===== src/rtl/fpmul_pkg.sv =====
// Shared types and constants for the floating-point multiplier arbiter.
package fpmul_pkg;

  localparam int EXP_W = 8;
  localparam int MAN_W = 23;
  localparam int FP_W  = 1 + EXP_W + MAN_W;

  typedef enum logic {
    RUN   = 1'b0,
    DRAIN = 1'b1
  } state_t;

  typedef struct packed {
    logic valid;
    logic id;
  } tag_t;

endpackage


===== src/rtl/fpmul_tag_pipe.sv =====
// LATENCY-deep shift register of {valid, id} tags that tracks which requester
// owns each multiplier stage; asynchronous clear drops everything in flight.
module fpmul_tag_pipe
  import fpmul_pkg::*;
#(
  parameter int LATENCY = 4
) (
  input  logic clk,
  input  logic rst_n,
  input  tag_t i_tag,
  output tag_t o_tail,
  output logic o_any_valid
);

  tag_t r_stage [LATENCY];

  // Advance every tag one stage per cycle; reset discards all of them.
  always_ff @(posedge clk or negedge rst_n) begin
    if (!rst_n) begin
      for (int k = 0; k < LATENCY; k++) r_stage[k] <= '0;
    end else begin
      r_stage[0] <= i_tag;
      for (int k = 1; k < LATENCY; k++) r_stage[k] <= r_stage[k-1];
    end
  end

  // Reduce stage valids so the owner can tell when the pipe is empty.
  always_comb begin
    o_any_valid = 1'b0;
    for (int k = 0; k < LATENCY; k++) o_any_valid = o_any_valid | r_stage[k].valid;
  end

  assign o_tail = r_stage[LATENCY-1];

endmodule


===== src/rtl/fpmul_arbiter.sv =====
// Round-robin sharing of one fixed-latency FP multiplier between two
// requesters, with in-order result return and a drain handshake.
module fpmul_arbiter
  import fpmul_pkg::*;
#(
  parameter int LATENCY = 4,
  parameter int FP_W    = fpmul_pkg::FP_W
) (
  input  logic            clk,
  input  logic            rst_n,
  input  logic            req0_valid,
  input  logic [FP_W-1:0] req0_a,
  input  logic [FP_W-1:0] req0_b,
  output logic            req0_ready,
  input  logic            req1_valid,
  input  logic [FP_W-1:0] req1_a,
  input  logic [FP_W-1:0] req1_b,
  output logic            req1_ready,
  output logic [FP_W-1:0] mul_a,
  output logic [FP_W-1:0] mul_b,
  output logic            mul_issue,
  input  logic [FP_W-1:0] mul_result,
  output logic            rsp0_valid,
  output logic            rsp1_valid,
  output logic [FP_W-1:0] rsp_data,
  input  logic            drain,
  output logic            drained,
  output logic            busy
);

  state_t          r_state, w_state_nxt;
  logic            r_last;
  logic            r_mul_issue, r_mul_id;
  logic [FP_W-1:0] r_mul_a, r_mul_b, r_rsp_data;
  logic            r_rsp0, r_rsp1;
  logic            w_grant_ok, w_hs0, w_hs1, w_hs;
  logic            w_tags_busy, w_busy, w_drained;
  tag_t            w_tag_in, w_tail;

  // Grants only while running and not being asked to drain; on a tie the
  // requester that did not win last time goes first (r_last = last winner).
  assign w_grant_ok = (r_state == RUN) && !drain;
  assign req0_ready = w_grant_ok && req0_valid && (!req1_valid || r_last);
  assign req1_ready = w_grant_ok && req1_valid && (!req0_valid || !r_last);
  assign w_hs0      = req0_valid && req0_ready;
  assign w_hs1      = req1_valid && req1_ready;
  assign w_hs       = w_hs0 || w_hs1;

  // Issue register: capture the winner's operands and remember who won.
  always_ff @(posedge clk or negedge rst_n) begin
    if (!rst_n) begin
      r_mul_issue <= 1'b0;
      r_mul_id    <= 1'b0;
      r_last      <= 1'b1;
      r_mul_a     <= '0;
      r_mul_b     <= '0;
    end else begin
      r_mul_issue <= w_hs;
      if (w_hs) begin
        r_mul_a  <= w_hs1 ? req1_a : req0_a;
        r_mul_b  <= w_hs1 ? req1_b : req0_b;
        r_mul_id <= w_hs1;
        r_last   <= w_hs1;
      end
    end
  end

  // The tag enters one cycle after the handshake, alongside mul_issue, so the
  // tail lines up with mul_result LATENCY cycles later.
  assign w_tag_in = {r_mul_issue, r_mul_id};

  fpmul_tag_pipe #(
    .LATENCY(LATENCY)
  ) u_tag_pipe (
    .clk        (clk),
    .rst_n      (rst_n),
    .i_tag      (w_tag_in),
    .o_tail     (w_tail),
    .o_any_valid(w_tags_busy)
  );

  // Response register: latch the product and strobe the owning requester.
  always_ff @(posedge clk or negedge rst_n) begin
    if (!rst_n) begin
      r_rsp0     <= 1'b0;
      r_rsp1     <= 1'b0;
      r_rsp_data <= '0;
    end else begin
      r_rsp0 <= w_tail.valid && !w_tail.id;
      r_rsp1 <= w_tail.valid &&  w_tail.id;
      if (w_tail.valid) r_rsp_data <= mul_result;
    end
  end

  assign w_busy = w_tags_busy || r_mul_issue || r_rsp0 || r_rsp1;

  // State register.
  always_ff @(posedge clk or negedge rst_n) begin
    if (!rst_n) r_state <= RUN;
    else        r_state <= w_state_nxt;
  end

  // Next state; drained fires in the first DRAIN cycle with nothing in flight.
  always_comb begin
    w_state_nxt = r_state;
    w_drained   = 1'b0;
    case (r_state)
      RUN:   if (drain) w_state_nxt = DRAIN;
      DRAIN: begin
        if (!w_busy) begin
          w_drained   = 1'b1;
          w_state_nxt = RUN;
        end
      end
      default: w_state_nxt = RUN;
    endcase
  end

  assign mul_a      = r_mul_a;
  assign mul_b      = r_mul_b;
  assign mul_issue  = r_mul_issue;
  assign rsp0_valid = r_rsp0;
  assign rsp1_valid = r_rsp1;
  assign rsp_data   = r_rsp_data;
  assign drained    = w_drained;
  assign busy       = w_busy;

endmodule


===== config.mk =====
export PLATFORM = sky130hd
export DESIGN_NAME = fpmul_arbiter
export DESIGN_NICKNAME = d
export VERILOG_FILES = /design/src/rtl/fpmul_pkg.sv /design/src/rtl/fpmul_tag_pipe.sv /design/src/rtl/fpmul_arbiter.sv
export SDC_FILE = /design/constraint.sdc
export NUM_CORES = 1
export LEC_CHECK = 0
export ABC_CLOCK_PERIOD_IN_PS = 1500
export BUFFER_PORTS_ARGS = -buffer_cell sky130_fd_sc_hd__buf_2
export CORE_UTILIZATION = 41
export DETAILED_ROUTE_END_ITERATION = 7
export PLACE_DENSITY = 0.77
export SYNTH_ARGS = -nofsm -noshare
export SYNTH_HDL_FRONTEND = slang
export SYNTH_HIERARCHICAL = 1
export SYNTH_SLANG_ARGS = --single-unit

===== constraint.sdc =====
create_clock -name clk -period 1.5 [get_ports clk]
set_input_delay 0.075 -clock clk [delete_from_list [all_inputs] [get_ports clk]]
set_output_delay 0.075 -clock clk [all_outputs]
set_load 0.01 [all_outputs]

==> results.yml, run 1 <==
run_status:
  violations: "negative setup slack"
  status: "complete, but fails checks"
grt:
  overflow: 0
  grt_pass1_wl_mm: 26.9
  grt_util_all_layers_pct: 27.0
  grt_pass1_vias: 5126
  grt_max_degree: 111
  grt_antenna_before_repair: 1
yosys:
  yosys-top-cells-count: "dfrtp_1, a221o_1, and4_1, nor3b_1, mux2_2"
  synth_top_area_share_pct: 52.9
  synth-edff-count: 0
  synthTopCellsByArea: "dfrtp_1, a221o_1, and4_1"
  syn_area_per_cell_um2: 12.6
  synth.most_common_cell: "dfrtp_1"
  synthFlopType: "dfrtp_1"
  synthCells: 408
  syn_nets: 573
  yosysWarnings: 6
  synthArstFlopShare_pct: 100
  ys_types: 25
  syn_area_mm2: 0.00516
  ys_ff_latch: 110
  yosysTopAreaCell: "dfrtp_1"
  yosysSeqAreaShare_pct: 53.4
route:
  via_per_inst: 5.69
  wl_met1_mm: 7.13
  drtIter0Drc: 429
  drcViolationCount: 0
  vias: 5109
  top_layer_used: "met4"
  wirelength_mm: 18.7
  first_pass_iters: 4
  wl_met2_mm: 9.44
  met3_length_mm: 1.53
  wl_per_cell_um: 20.9
  antenna_left: 0
clocking:
  cts_made_buffers: 9
  cts_sinks: 110
  insertion_delay_ps: 340
  cts_root_buf: "clkbuf_16"
  clk_pin_slew_ps: 70
  cts.path.max_buffers: 2
  cts.htree.levels: 3
  cts_tree: "built"
place:
  io_buffer_count: 267
  dp_cells: 807
  place.gp.congestion: 0.760
  dp_slack_ps: 0.178
  postPlaceCellArea_mm2: 0.00677
  dp.final_hpwl_mm: 10.5
layout:
  syn_to_final_growth_pct: 60.1
  nNetsFinal: 889
  drive_gt1_share_pct: 53.2
  fin_area_mm2: 0.00826
  nFillCells: 923
  post-route-util_pct: 67.9
  final_cell_count_no_fill: 898
setup_path:
  end_kind: "primary output"
  cp.arrival_ps: 1720
  path_max_fanout: 2
  crit_type: "flip-flop to primary output"
  cp-start-kind: "flip-flop"
  critPathRequiredTime_ps: 1420
die:
  die_w_um: 114
  core-area_mm2: 0.0122
  start_util_pct: 42.4
  die_h_um: 114
  dieArea_mm2: 0.0130
  rows: 40
  pin_count: 268
sta:
  worst_slack_ps: -295
  period_needed_ps: 1800
  setup_violations: 67
  slew-limit-headroom_pct: 60.4
  fmax_ghz: 0.557
  hold_viol: 0
  finClkSkew_ps: 8.88
  slew_viol_final: 0
  worst_pin_slew_ps: 594
  fin_tns_setup_ps: -7800
  whs_ps: 92.2
  fin_crit_sh_pct: 120
  grt_setup_unrepaired: "yes"
power_and_ir_drop:
  p_leak_nw: 3.94
  p_per_area_mw_per_mm2: 1760
  power.total_mw: 14.5
  ir_drop_mv: 0.754
hold_path:
  min_path_type: "primary input to flip-flop"
job:
  max_cap_violations: 0
repair_timing:
action                     CTS  global route
pin swaps                   58            34
hold buffers                33             0
resized for setup           33            22
setup buffers               12            11
setup endpoints to repair   11            68
hold endpoints to repair   141             0
cloned                      10            11
layout make-up:
| type | instances | area [um^2] | share of cell area, % |
|---|---|---|---|
| flip-flops and latches | 110 | 2750 | 33.3 |
| repair buffers | 359 | 2750 | 33.3 |
| multi-input cells | 240 | 2220 | 26.8 |
| clock buffers | 11 | 243 | 2.94 |
| well taps | 168 | 210 | 2.55 |
| clock inverters | 5 | 66.3 | 0.803 |
| inverters | 4 | 20.0 | 0.242 |
| diodes | 1 | 2.50 | 0.0303 |
cells by family after synthesis:
kind of cell	after synthesis	synth area share [%]
mux	32	6.98
compound gates	67	12.8
simple gates	141	21.7
flops	110	53.4
buf+inv	58	5.12
cells in the final DEF, fill, tap and decap left out, types with 2 or more instances in the layout:
cell / count
a21o_1: 2
a221o_1: 64
and4_1: 64
buf_12: 17
buf_16: 9
buf_2: 263
buf_4: 11
buf_6: 13
buf_8: 5
clkbuf_16: 16
clkinv_4: 2
dfrtp_1: 109
dlygate4sd3_1: 33
inv_2: 2
mux2_2: 32
nand3_4: 2
nor2_4: 2
nor3b_1: 63
routing by layer:
| metal | vias up | global-route usage (%) |
|---|---|---|
| met5 | - | 0 |
| met4 | 0 | 13.4 |
| met3 | 49 | 5.93 |
| met2 | 295 | 47.2 |
| met1 | 2511 | 31.2 |
| li1 | 2254 | - |
state kept, by name (all words and copies together) (netlist names):
signal and cells:
r_state 1, u_tag_pipe/o_tail 2, u_tag_pipe/r_stage 6, r_last 1, rsp_data 32, mul_a 32, mul_issue 1, r_mul_id 1
rsp0_valid 1, mul_b 32, rsp1_valid 1
critical path, stage by stage (launching register included):
cell     delay [ps]
dfrtp_1         380
or4_4           550
nor4_4          160
and2_4          190
buf_6           100
worst paths after layout:
check	from	end	slack, ps	cells after the start
min in group asynchronous	rst_n	rsp_data[27]	320	3
hold reg to reg	u_tag_pipe/r_stage[4]	u_tag_pipe/r_stage[2]	360	0
max in group asynchronous	rst_n	mul_issue	710	3
setup reg to reg	r_state	mul_b[22]	-190	7
hold / removal	req1_b[15]	mul_b[15]	90	3
setup / recovery	u_tag_pipe/o_tail[1]	drained	-300	4
power by group:
group	internal (mW)	switching [mW]	leakage, nW
registers	4.43	0.880	1.32
clock network	1.36	1.11	0.148
logic	3.66	3.08	2.47
(Power assumes the default switching activity.)
==> run 2: changes to the inputs <==
--- a/config.mk
+++ b/config.mk
@@ -9,6 +9,7 @@
 export BUFFER_PORTS_ARGS = -buffer_cell sky130_fd_sc_hd__buf_2
 export CORE_UTILIZATION = 41
 export DETAILED_ROUTE_END_ITERATION = 7
+export HOLD_SLACK_MARGIN = 0.15
 export PLACE_DENSITY = 0.77
 export SYNTH_ARGS = -nofsm -noshare
 export SYNTH_HDL_FRONTEND = slang
==> run 2 against run 1 <==
Net effect:
- the flow still finishes with violations (negative setup slack)
- total power rose by 3.6%
- sequential power increased by 0.8%
- flip-flop and latch count unchanged
- non-clock buffer count up 68
- cell count rose by 7.7%
- critical path depth is the same
- clock power rose by 2%
- global-route usage rose by 2.7 points
- combinational power rose by 6.7%
- critical path type unchanged
- largest power group unchanged
==> results.yml, run 2 (same netlist as run 1, synthesis figures left out) <==
run_status:
  status: "complete, but fails checks"
  violations: "negative setup slack"
layout:
  nFillCells: 829
  final_common_cell: "buf_2"
  final_cell_mix: "buf_2, dfrtp_1, dlygate4sd3_1"
  multi_input_area_mm2: 0.00223
  final-seq-area_mm2: 0.00275
  post-route-util_pct: 74.0
  fin_area_mm2: 0.00900
  drive_gt1_share_pct: 49.6
  syn_to_final_growth_pct: 74.4
  nNetsFinal: 957
setup_path:
  crit_type: "flip-flop to primary output"
  end_kind: "primary output"
  path_max_fanout: 2
  r2r-start: "r_state"
  cp.arrival_ps: 1730
  reg2reg_slack_ps: -180
  reg2reg_depth: 7
  cp-start-kind: "flip-flop"
  critPathRequiredTime_ps: 1420
  worstReg2RegEnd: "mul_b[18]"
die:
  dieArea_mm2: 0.0130
  start_util_pct: 42.4
  die_w_um: 114
  die_h_um: 114
  rows: 40
  pin_count: 268
  core-area_mm2: 0.0122
route:
  antenna_left: 0
  drtIter0Drc: 598
  via_per_inst: 5.75
  first_pass_iters: 5
  wl_per_cell_um: 21.5
  drcViolationCount: 0
  wirelength_mm: 20.8
  vias: 5561
sta:
  hold_viol: 0
  slew-limit-headroom_pct: 61.5
  setup_violations: 67
  worst_pin_slew_ps: 578
  period_needed_ps: 1800
  grt_setup_unrepaired: "yes"
  slew_viol_final: 0
  fmax_ghz: 0.554
  finClkSkew_ps: 10.5
  fin_tns_setup_ps: -8350
  fin_crit_sh_pct: 120
  worst_slack_ps: -304
grt:
  grt_max_degree: 111
  use_met3_pct: 6.35
  overflow: 0
  grt_pass1_vias: 5645
  busiest_layer: "met2"
  grt_util_all_layers_pct: 29.7
  grt_antenna_before_repair: 2
  grt_use_met2_pct: 52.2
  met1_usage_pct: 33.4
  grt_pass1_wl_mm: 29.5
job:
  max_cap_violations: 0
power_and_ir_drop:
  p_per_area_mw_per_mm2: 1670
  p_leak_nw: 4.25
  power.total_mw: 15.1
  ir_drop_mv: 0.771
clocking:
  cts_tree: "built"
  cts_sinks: 110
  cts.htree.levels: 3
  cts.path.max_buffers: 2
  cts_made_buffers: 9
  insertion_delay_ps: 350
  cts_root_buf: "clkbuf_16"
  clk_pin_slew_ps: 80
hold_path:
  min_path_type: "primary input to flip-flop"
  hp-start: "req0_a[25]"
  holdPathEnd: "mul_a[25]"
  hold_depth: 3
place:
  dp.final_hpwl_mm: 10.5
  postPlaceCellArea_mm2: 0.00677
  place.gp.congestion: 0.760
  dp_slack_ps: 0.178
  io_buffer_count: 267
[run 2: changes by cell type in the layout (fill, tap and decap cells not counted)]
cell and change:
buf_4 +2, nor3b_2 -1, buf_6 +1, buf_12 +1, clkbuf_16 +3, and4_4 +1
diode_2 +1, buf_8 -1, dlygate4sd3_1 +62, nor3b_4 +1, and4_1 -1
[run 2: final cells by class]
cell class                 count  area share, %
clock buffer                  11           2.70
sequential                   110           30.6
inverter                       4          0.223
tap                          168           2.34
antenna                        2         0.0556
timing repair buffer         427           38.6
clock inverter                 5          0.737
multi-input combinational    240           24.7
[run 2: worst max-delay path: stages (launching register included)]
cell	delay [ps]
dfrtp_1	380
or4_4	550
nor4_4	160
and2_4	190
buf_6	100
[run 2: timing repair]
action                     4_1_cts  5_1_grt
hold buffers                    95        0
setup endpoints to repair       11       68
cloned                          10       12
setup buffers                   12       16
resized for setup               33       25
pin swaps                       58       55
hold endpoints to repair       203        0
[run 2: layer usage]
layer	part of all wire, %	up-vias
li1	-	2401
met1	36	2702
met2	50	370
met3	8.7	88
met4	4.6	0
met5	0	-
[run 2: metrics by stage]
stage / instances / hold slack, ps
2_1_floorplan: 408 / -221
3_3_place_gp: 807 / 189
3_5_place_dp: 807 / 198
4_1_cts: 939 / 152
5_1_grt: 967 / 162
6_report: 967 / 154
[run 2: worst max-delay path by stage]
stage / startpoint / to / slack, ps / depth (start not counted)
2_1_floorplan: r_last / mul_a[18] / 80 / 5
3_3_place_gp: u_tag_pipe/o_tail[1] / drained / 40 / 4
3_5_place_dp: r_last / mul_b[1] / 0.2 / 5
4_1_cts: u_tag_pipe/o_tail[1] / drained / -320 / 4
5_1_grt: u_tag_pipe/o_tail[1] / drained / -370 / 4
6_report: u_tag_pipe/o_tail[1] / drained / -300 / 4
[run 2: report_power, final]
part	leakage, nW	switching, mW	internal [mW]	total [mW]
registers	1.32	0.914	4.43	5.35
logic	2.78	3.25	3.94	7.19
clock network	0.148	1.15	1.37	2.51
total	4.25	5.31	9.74	15.1
